===== src/rtl/fsm_key_provisioner.sv =====
// Serial key loader: shifts a key in over a valid/ready bit stream, checks length and even parity,
// commits passing keys to key_out and locks out after MAX_FAIL consecutive failures. Option: KEYPROV_ZEROIZE_EN.
module fsm_key_provisioner #(
    parameter int KEY_W        = 8,
    parameter int MAX_FAIL     = 3,
    parameter int LOAD_TIMEOUT = 64
) (
    input  logic             clk,
    input  logic             rst,
`ifdef KEYPROV_ZEROIZE_EN
    input  logic             zeroize,
`endif
    input  logic             kin_valid,
    output logic             kin_ready,
    input  logic             kin_bit,
    input  logic             kin_last,
    output logic [KEY_W-1:0] key_out,
    output logic             key_valid,
    output logic             locked_out,
    output logic             busy,
    output logic [3:0]       fail_cnt,
    output logic [2:0]       dbg_state
);

    localparam int CNT_W = $clog2(KEY_W + 3);
    localparam int TMO_W = $clog2(LOAD_TIMEOUT + 1);

    typedef enum logic [2:0] {
        ST_IDLE    = 3'd0,
        ST_SHIFT   = 3'd1,
        ST_CHECK   = 3'd2,
        ST_APPLY   = 3'd3,
        ST_LOCKOUT = 3'd4
    } state_t;

    // Handshake: a beat transfers on a rising edge where kin_valid && kin_ready;
    // kin_bit/kin_last are only looked at on such beats, and kin_ready depends only on state.

    state_t             r_state;
    state_t             w_state_next;
    logic [KEY_W-1:0]   r_shadow;
    logic               r_parity;
    logic [CNT_W-1:0]   r_cnt;
    logic [TMO_W-1:0]   r_tmo_cnt;
    logic               r_tmo_err;
    logic [KEY_W-1:0]   r_key_out;
    logic               r_key_valid;
    logic               r_locked;
    logic [3:0]         r_fail_cnt;

    logic               w_ready;
    logic               w_beat;
    logic               w_zero;
    logic [CNT_W-1:0]   w_cnt_inc;
    logic [TMO_W-1:0]   w_tmo_inc;
    logic [KEY_W-1:0]   w_shifted;
    logic               w_pass;
    logic [3:0]         w_fail_inc;
    logic               w_len_over;
    logic               w_tmo_hit;

`ifdef KEYPROV_ZEROIZE_EN
    assign w_zero = zeroize && (r_state != ST_LOCKOUT);
`else
    assign w_zero = 1'b0;
`endif

    assign w_ready    = (r_state == ST_IDLE) || (r_state == ST_SHIFT);
    assign w_beat     = kin_valid && w_ready;
    assign w_cnt_inc  = r_cnt + CNT_W'(1);
    assign w_tmo_inc  = r_tmo_cnt + TMO_W'(1);
    assign w_shifted  = (r_shadow << 1) | KEY_W'(kin_bit);
    assign w_len_over = (w_cnt_inc == CNT_W'(KEY_W + 2));
    assign w_tmo_hit  = (w_tmo_inc == TMO_W'(LOAD_TIMEOUT));
    assign w_pass     = (r_cnt == CNT_W'(KEY_W + 1)) && !r_tmo_err && !(^r_shadow ^ r_parity);
    assign w_fail_inc = (r_fail_cnt < 4'(MAX_FAIL)) ? r_fail_cnt + 4'd1 : r_fail_cnt;

    always_ff @(posedge clk) begin
        if (rst) r_state <= ST_IDLE;
        else     r_state <= w_state_next;
    end

    always_comb begin
        w_state_next = r_state;
        case (r_state)
            ST_IDLE: begin
                if (w_beat) w_state_next = kin_last ? ST_CHECK : ST_SHIFT;
            end
            ST_SHIFT: begin
                if (w_beat) begin
                    if (kin_last || w_len_over) w_state_next = ST_CHECK;
                end else if (w_tmo_hit) begin
                    w_state_next = ST_CHECK;
                end
            end
            ST_CHECK: begin
                if (w_pass)                           w_state_next = ST_APPLY;
                else if (w_fail_inc == 4'(MAX_FAIL))  w_state_next = ST_LOCKOUT;
                else                                  w_state_next = ST_IDLE;
            end
            ST_APPLY:   w_state_next = ST_IDLE;
            ST_LOCKOUT: w_state_next = ST_LOCKOUT;
            default:    w_state_next = ST_IDLE;
        endcase
        if (w_zero) w_state_next = ST_IDLE;
    end

    always_ff @(posedge clk) begin
        if (rst) begin
            r_shadow    <= '0;
            r_parity    <= 1'b0;
            r_cnt       <= '0;
            r_tmo_cnt   <= '0;
            r_tmo_err   <= 1'b0;
            r_key_out   <= '0;
            r_key_valid <= 1'b0;
            r_locked    <= 1'b0;
            r_fail_cnt  <= 4'd0;
        end else if (w_zero) begin
            // fail_cnt deliberately survives zeroize so it cannot be used to dodge lockout
            r_shadow    <= '0;
            r_parity    <= 1'b0;
            r_cnt       <= '0;
            r_tmo_cnt   <= '0;
            r_tmo_err   <= 1'b0;
            r_key_out   <= '0;
            r_key_valid <= 1'b0;
        end else begin
            case (r_state)
                ST_IDLE: begin
                    r_tmo_cnt <= '0;
                    r_tmo_err <= 1'b0;
                    if (w_beat) begin
                        r_shadow <= KEY_W'(kin_bit);
                        r_parity <= 1'b0;
                        r_cnt    <= CNT_W'(1);
                    end
                end
                ST_SHIFT: begin
                    if (w_beat) begin
                        r_cnt     <= w_cnt_inc;
                        r_tmo_cnt <= '0;
                        if (w_cnt_inc <= CNT_W'(KEY_W))          r_shadow <= w_shifted;
                        else if (w_cnt_inc == CNT_W'(KEY_W + 1)) r_parity <= kin_bit;
                    end else begin
                        r_tmo_cnt <= w_tmo_inc;
                        if (w_tmo_hit) r_tmo_err <= 1'b1;
                    end
                end
                ST_CHECK: begin
                    r_cnt <= '0;
                    if (!w_pass) begin
                        r_fail_cnt <= w_fail_inc;
                        if (w_fail_inc == 4'(MAX_FAIL)) begin
                            r_key_out   <= '0;
                            r_key_valid <= 1'b0;
                            r_locked    <= 1'b1;
                        end
                    end
                end
                ST_APPLY: begin
                    r_key_out   <= r_shadow;
                    r_key_valid <= 1'b1;
                    r_fail_cnt  <= 4'd0;
                end
                ST_LOCKOUT: begin
                    r_key_out   <= '0;
                    r_key_valid <= 1'b0;
                    r_locked    <= 1'b1;
                end
                default: ;
            endcase
        end
    end

    assign kin_ready  = w_ready;
    assign key_out    = r_key_out;
    assign key_valid  = r_key_valid;
    assign locked_out = r_locked;
    assign busy       = (r_state == ST_SHIFT) || (r_state == ST_CHECK);
    assign fail_cnt   = r_fail_cnt;
    assign dbg_state  = r_state;

endmodule

===== config.mk =====
export PLATFORM = sky130hd
export DESIGN_NAME = fsm_key_provisioner
export DESIGN_NICKNAME = d
export VERILOG_FILES = /design/src/rtl/fsm_key_provisioner.sv
export SDC_FILE = /design/constraint.sdc
export NUM_CORES = 1
export LEC_CHECK = 0
export ABC_CLOCK_PERIOD_IN_PS = 2750
export CAP_MARGIN = 25
export CORE_UTILIZATION = 54
export CTS_CLUSTER_DIAMETER = 120
export DETAILED_ROUTE_END_ITERATION = 10
export HOLD_SLACK_MARGIN = 0.05
export PLACE_DENSITY = 0.79
export SETUP_SLACK_MARGIN = 0.15
export SLEW_MARGIN = 20
export SYNTH_ARGS = -nofsm -noshare
export SYNTH_HDL_FRONTEND = slang
export SYNTH_SLANG_ARGS = --single-unit

===== constraint.sdc =====
create_clock -name clk -period 2.75 [get_ports clk]
set_input_delay 0.55 -clock clk [delete_from_list [all_inputs] [get_ports clk]]
set_output_delay 0.55 -clock clk [all_outputs]
set_load 0.02 [all_outputs]

# Word level (Yosys, flattened, before mapping)
# Cells that the tools add are included.
[word_totals]
reg_bits = 38
latch_bits = 0
mem_bits_rw = 0
mem_bits_ro = 0
input_bits = 5
wordCells = 97
n_memories = 0
[classes]
n_addsub = 3
multipliers = 0
n_div = 0
magnitude_cmp = 2
eq_ne = 20
shifts = 0
n_mux = 37
bitwise_logic = 2
n_reduce_logical = 23
[ops]
columns = ["cell", "n"]
rows = [
  ["$mux 8", 5],
  ["$pmux 8 s3", 1],
  ["$mux 3", 6],
  ["$mux 4", 4],
  ["$pmux 8 s2", 1],
  ["$reduce_and 3->1", 5],
  ["$ne 2x2->1 const B", 7],
  ["$pmux 7 s2", 1],
  ["$eq 4x4->1 const B", 3],
  ["$pmux 3 s4", 1],
  ["$pmux 4 s3", 1],
  ["$mux 1", 10],
  ["$add 4x1->4 const B", 2],
  ["$or 8x1->8", 1],
  ["$pmux 4 s2", 1],
  ["$reduce_xor 8->1", 1],
  ["$add 7x1->7 const B", 1],
  ["$eq 7x7->1 const B", 1],
  ["$mux 7", 1],
  ["$eq 3x2->1 const B", 2],
  ["$pmux 1 s2", 3],
  ["$reduce_bool 2->1", 3],
  ["$reduce_bool 3->1", 2],
  ["$reduce_and 5->1", 1],
  ["17 further kinds", 23],
]

# Logic depth before layout (Yosys ltp)
# Gate-level depths: netlist of the first run.
[depth]
word_depth = 6
depth_mapped = 9

# Least setup slack after synthesis of the first run
# No wires, ideal clock.
[synth_timing]
path_type = "register -> register"
start = "reg r_fail_cnt[0] (netlist: fail_cnt[0])"
end = "reg r_key_out[0] (netlist: key_out[0])"
setup_ns = 0.128
arrival_ns = 1.961
t_required_ns = 2.622
slack_ns = 0.661
path_stages_with_launch = 9
n_path_buf = 1
cell_sequence = "dfxtp_1 -> ha_1 -> or3b_1 -> a211oi_1 -> a311o_1 -> a21bo_1 -> buf_6 -> a22oi_1 -> nor2_1"
[synth_between]
elab_chain_len = 5
elab_cells_between_ends = 6
[synth_lines]
columns = ["element", "line_no", "source"]
rows = [
  ["start: declaration", "49", "logic [3:0] r_fail_cnt;"],
  ["start signal: assignment", "153", "r_fail_cnt <= w_fail_inc;"],
  ["$add 4x1->4 or $lt 4x2->1 (tied branches)", "76", "assign w_fail_inc = (r_fail_cnt < 4'(MAX_FAIL)) ? r_fail_cnt + 4'd1 : r_fail_cnt;"],
  ["$mux 4 (*)", "76", ""],
  ["$eq 4x2->1 (*)", "154", "if (w_fail_inc == 4'(MAX_FAIL)) begin"],
  ["$ne 2x2->1 (no source line) (*)", "n/a", ""],
  ["$reduce_and 3->1 (no source line) (*)", "n/a", ""],
  ["end signal: assignment", "162", "r_key_out <= r_shadow;"],
  ["end: declaration", "46", "logic [KEY_W-1:0] r_key_out;"],
]
# Every way passes the cells marked *; elsewhere a longest branch is shown, timed or not.
# A chain may end at the register's enable or synchronous reset.

# Worst setup path in the final report of the first run
[layout_timing]
start = "reg r_state[1] (netlist: dbg_state[1])"
end = "out kin_ready"
[layout_between]
elab_chain_len = 2
elab_cells_between_ends = 3
[layout_lines]
columns = ["element", "line_no", "source"]
rows = [
  ["start: declaration", "39", "state_t r_state;"],
  ["start signal: assignment", "80", "else r_state <= w_state_next;"],
  ["$eq 3x1->1 or $logic_not 3->1 (tied branches)", "68", "assign w_ready = (r_state == ST_IDLE) || (r_state == ST_SHIFT);"],
  ["$logic_or 1x1->1 (*)", "68", ""],
  ["end: declaration", "14", "output logic kin_ready,"],
]
# Marked as above.

==> reports/results.tsv, run 1 <==
stage	metric	value	unit
route	vias per std cell	5.51	
finish	antenna diode instance count	0	
setup_path	CP max FO	12	
logic_synthesis	part of the Yosys area used for sequential elements	39.8	%
route	count of TritonRoute iterations in the first routing pass	4	
setup_path	Worst setup EP type	output port	
setup_path	timing endpoint of the critical path	kin_ready	
setup_path	startpoint of the most critical setup path	dbg_state[1]	
sta	Final Max Slew Viols	0	
die	die area	0.00378	sq mm
power_and_ir_drop	power density relative to cell area	553	mW/mm^2
sta	setup slack of the critical path after layout	0.400	ns
setup_path	arrival time of data at the critical path endpoint	1.80	ns
route	DR DRC count	0	
setup_path	Slowest-stage cell, CP	sky130_fd_sc_hd__clkdlybuf4s50_1	
finish	final-stage net count	262	
finish	area added between synthesis and finish	20.0	%
clocking	Sink Count	38	
placement	global placement routability congestion	0.879	
clocking	clock-pin slew on the worst setup and hold paths	0.12	ns
die	Floorplan Core Area	0.00336	sq mm
power_and_ir_drop	Leak	0.893	nW
sta	f_max	426	MHz
logic_synthesis	post-synthesis area per instance	8.37	sq um
hold_path	class of the tightest hold or removal check	reg -> reg	
route	initial DRC count	162	
grt	vias in the first global route	1393	
sta	final sum of negative setup slack	0	ns
route	remaining antenna violation count	0	
sta	worst-case headroom to the max-slew limit	53.2	%
setup_path	required time of the worst setup path	2.20	ns
setup_path	startpoint of the most critical register-to-register path	fail_cnt[0]	
sta	time the worst path needs with I/O delays and setup	2.35	ns
placement	count of buffers from port buffering	23	
route	routed via count	1643	
setup_path	longest individual stage delay on the worst path	0.61	ns
grt	wire length of the first global-routing pass	6.42	mm
clocking	clock latency of the later-clocked register in the worst-skew pair	0.34	ns
placement	post-detailed-placement half-perimeter wirelength	2.75	mm
sta	unrepaired setup endpoints after global routing	false	
grt	overall fraction of global-route tracks in use	23.2	%
logic_synthesis	number of synthesized register bits	38	
sta	slew at the pin closest to its max-slew limit	0.699	ns
sta	number of setup violations in the final report	0	
logic_synthesis	Syn. warnings	0	
grt	largest net degree at the start of global routing	20	
die	die height	61.5	microns
route	average routed wire per standard cell	13.0	microns
finish	layout cells sized above 1	7.94	%
placement	placed standard-cell area	0.00217	sq mm
run_status	outcome	finished, final reports clean	
clocking	CTS tree	yes	
clocking	CTS H-tree lvls	2	
logic_synthesis	number of instances in the synthesized netlist	228	
sta	Hold Violations, Final	0	
logic_synthesis	EDFF count, synth	0	
placement	Placed Cells	290	
setup_path	R2R depth	7	
route	WL final	3.87	mm
finish	cell area after layout	0.00229	sq mm
power_and_ir_drop	Tot Pwr	1.27	mW
run	Max-Cap Viols	0	
grt	leftover overflow at the end of global routing	0	
sta	Worst Clk Skew	0.00744	ns
clocking	buffer depth of the longest clock path	2	
logic_synthesis	Most used DFF post-synth	sky130_fd_sc_hd__dfxtp_1	
setup_path	Buf/Inv on CP	2	
setup_path	top cell family by delay on the critical path	buffers and inverters	
placement	Placement Setup Slack	0.524	ns
die	Die X-Extent	61.5	microns
grt	antenna violations before repair	0	
clocking	Clk Tree Root Cell	sky130_fd_sc_hd__clkbuf_4	
logic_synthesis	Post-Synthesis Net Count	239	
setup_path	CP cell instances	or2_4, inv_4, clkdlybuf4s50_1	
finish	final non-filler cell total	298	
setup_path	critical path launch point type	register	
die	total number of placement rows	21	
clocking	number of buffers created by CTS	5	
die	total I/O pin count	24	
logic_synthesis	post-synthesis instance area	0.00191	sq mm
finish	utilization of the core after routing	68.1	%
logic_synthesis	top cell type by total area after synthesis	sky130_fd_sc_hd__dfxtp_1	
finish	Filler Cells Inserted	287	
logic_synthesis	Area contributors post-synth	sky130_fd_sc_hd__dfxtp_1 40%, sky130_fd_sc_hd__nor2_1 6.7%, sky130_fd_sc_hd__a21oi_1 6.3%	
logic_synthesis	ys async rst share	0	%
sta	final-layout worst hold slack	0.458	ns
logic_synthesis	count of unique library cells instantiated by Yosys	45	
sta	ratio of final minimum period to clock period	85.5	%
setup_path	path type of the worst setup path	reg -> out	
setup_path	reg2reg end	key_out[2]	
setup_path	number of cells on the critical path	3	
die	initial cell density of the core	56.8	%
power_and_ir_drop	worst IR drop on VDD	0.000315	V
clocking	number of buffers inserted to repair setup after CTS	0	
logic_synthesis	area share of the leading cell type in the synthesized netlist	39.8	%
setup_path	worst setup slack for register-to-register paths	0.62	ns
worst reg2reg max path, delay by kind of cell (launching register included):
kind | cells | cell delay [ns]
and+or+nand+nor | 2 | 0.40
adders and majority gates | 1 | 0.30
AOI/OAI and AO/OA | 4 | 0.98
DFF | 1 | 0.37
synth_stat cells, types with 2 or more instances:
cell	instances
sky130_fd_sc_hd__a311o_1	2
sky130_fd_sc_hd__nand2b_1	2
sky130_fd_sc_hd__buf_2	2
sky130_fd_sc_hd__clkbuf_1	7
sky130_fd_sc_hd__and2_1	4
sky130_fd_sc_hd__a311oi_1	2
sky130_fd_sc_hd__and3_1	10
sky130_fd_sc_hd__nor3_1	5
sky130_fd_sc_hd__nand3b_1	2
sky130_fd_sc_hd__xor2_1	2
sky130_fd_sc_hd__nor3b_1	6
sky130_fd_sc_hd__xnor2_1	5
sky130_fd_sc_hd__nor2b_1	2
sky130_fd_sc_hd__nor2_1	34
sky130_fd_sc_hd__a22oi_1	5
sky130_fd_sc_hd__ha_1	6
sky130_fd_sc_hd__or2_1	2
sky130_fd_sc_hd__a22oi_2	3
sky130_fd_sc_hd__o21ai_0	11
sky130_fd_sc_hd__a31oi_1	3
sky130_fd_sc_hd__nand2_1	18
sky130_fd_sc_hd__nand3_1	8
sky130_fd_sc_hd__dfxtp_1	38
sky130_fd_sc_hd__a21oi_1	24
sky130_fd_sc_hd__inv_1	5
cell type report:
cell class	instances	area [sq um]	share of cell area, %
Clock buffer	6	51.3	2.24
Clock inverter	2	60.1	2.62
Inverter	6	25.0	1.09
Multi-Input combinational cell	173	1070	46.9
Sequential cell	38	761	33.2
Tap cell	46	57.6	2.51
Timing Repair Buffer	27	263	11.5
how the worst min path moves through the flow:
stage                    start          to  slack [ns]  cells after the start
CTS                 locked_out  locked_out        0.46                      2
detailed placement  locked_out  locked_out        0.44                      2
floorplan             r_parity    r_parity        0.45                      2
global route        locked_out  locked_out        0.49                      2
global placement    locked_out  locked_out        0.44                      2
finish              locked_out  locked_out        0.46                      2
registers in the layout, summed over array words and instances, names as in the netlist:
| name | cells |
|---|---|
| key_out | 8 |
| r_shadow | 8 |
| r_tmo_cnt | 7 |
| fail_cnt | 4 |
| r_cnt | 4 |
| dbg_state | 3 |
| key_valid | 1 |
| locked_out | 1 |
| r_parity | 1 |
| r_tmo_err | 1 |
where the power goes:
part	switching, mW	internal, mW
Clock	0.189	0.308
Sequential	0.0186	0.563
Combinational	0.111	0.0765
cell usage in the layout, fill, tap and decap left out, types with 2 or more instances in the layout:
cell                               n
sky130_fd_sc_hd__a21oi_1          24
sky130_fd_sc_hd__a22oi_1           5
sky130_fd_sc_hd__a22oi_2           3
sky130_fd_sc_hd__a311o_1           2
sky130_fd_sc_hd__a311oi_1          2
sky130_fd_sc_hd__a31oi_1           3
sky130_fd_sc_hd__and2_1            4
sky130_fd_sc_hd__and3_1           10
sky130_fd_sc_hd__buf_4             4
sky130_fd_sc_hd__bufinv_16         2
sky130_fd_sc_hd__clkbuf_4          5
sky130_fd_sc_hd__clkdlybuf4s50_1  22
sky130_fd_sc_hd__dfxtp_1          38
sky130_fd_sc_hd__ha_1              6
sky130_fd_sc_hd__inv_1             5
sky130_fd_sc_hd__nand2_1          18
sky130_fd_sc_hd__nand2b_1          2
sky130_fd_sc_hd__nand3_1           8
sky130_fd_sc_hd__nand3b_1          2
sky130_fd_sc_hd__nor2_1           34
sky130_fd_sc_hd__nor2b_1           2
sky130_fd_sc_hd__nor3_1            5
sky130_fd_sc_hd__nor3b_1           6
sky130_fd_sc_hd__o21ai_0          11
sky130_fd_sc_hd__xnor2_1           5
sky130_fd_sc_hd__xor2_1            2
layer usage:
metal  up-vias  wire length [microns]  GRT usage [%]
met5         -                      0              0
met4         0                     21           6.67
met3         2                    223           6.30
met2        43                   1750           35.1
met1       741                   1870           32.5
li1        857                      -              -
repair_timing:
item	CTS	global route
endpoints found under the setup margin	1	1
resized for setup	1	2
gates cloned	0	0
hold buffers	0	0
kinds of logic (layout without fill, tap and decap cells):
logic type      after synthesis  count (layout)  share of synthesized area (%)
buf+inv                      17              41                           4.06
simple gates                100             100                           26.2
xor+xnor                      9               9                           5.64
mux                           2               2                           1.24
compound gates               56              56                           19.1
flops                        38              38                           39.8
fa+ha+maj                     6               6                           3.93
Power figures use the tool's default switching activity.
==> inputs of run 2 (changes only) <==
Settings changed: SLEW_MARGIN 20 to default.
==> results of run 2 <==
No change in the layout: final DEF, timing and power equal those of run 1.
==> inputs of run 3 (changes only) <==
Settings changed: CAP_MARGIN 25 to default, SLEW_MARGIN from default to 10.
==> results of run 3 <==
No change in the layout: final DEF, timing and power equal those of run 1.
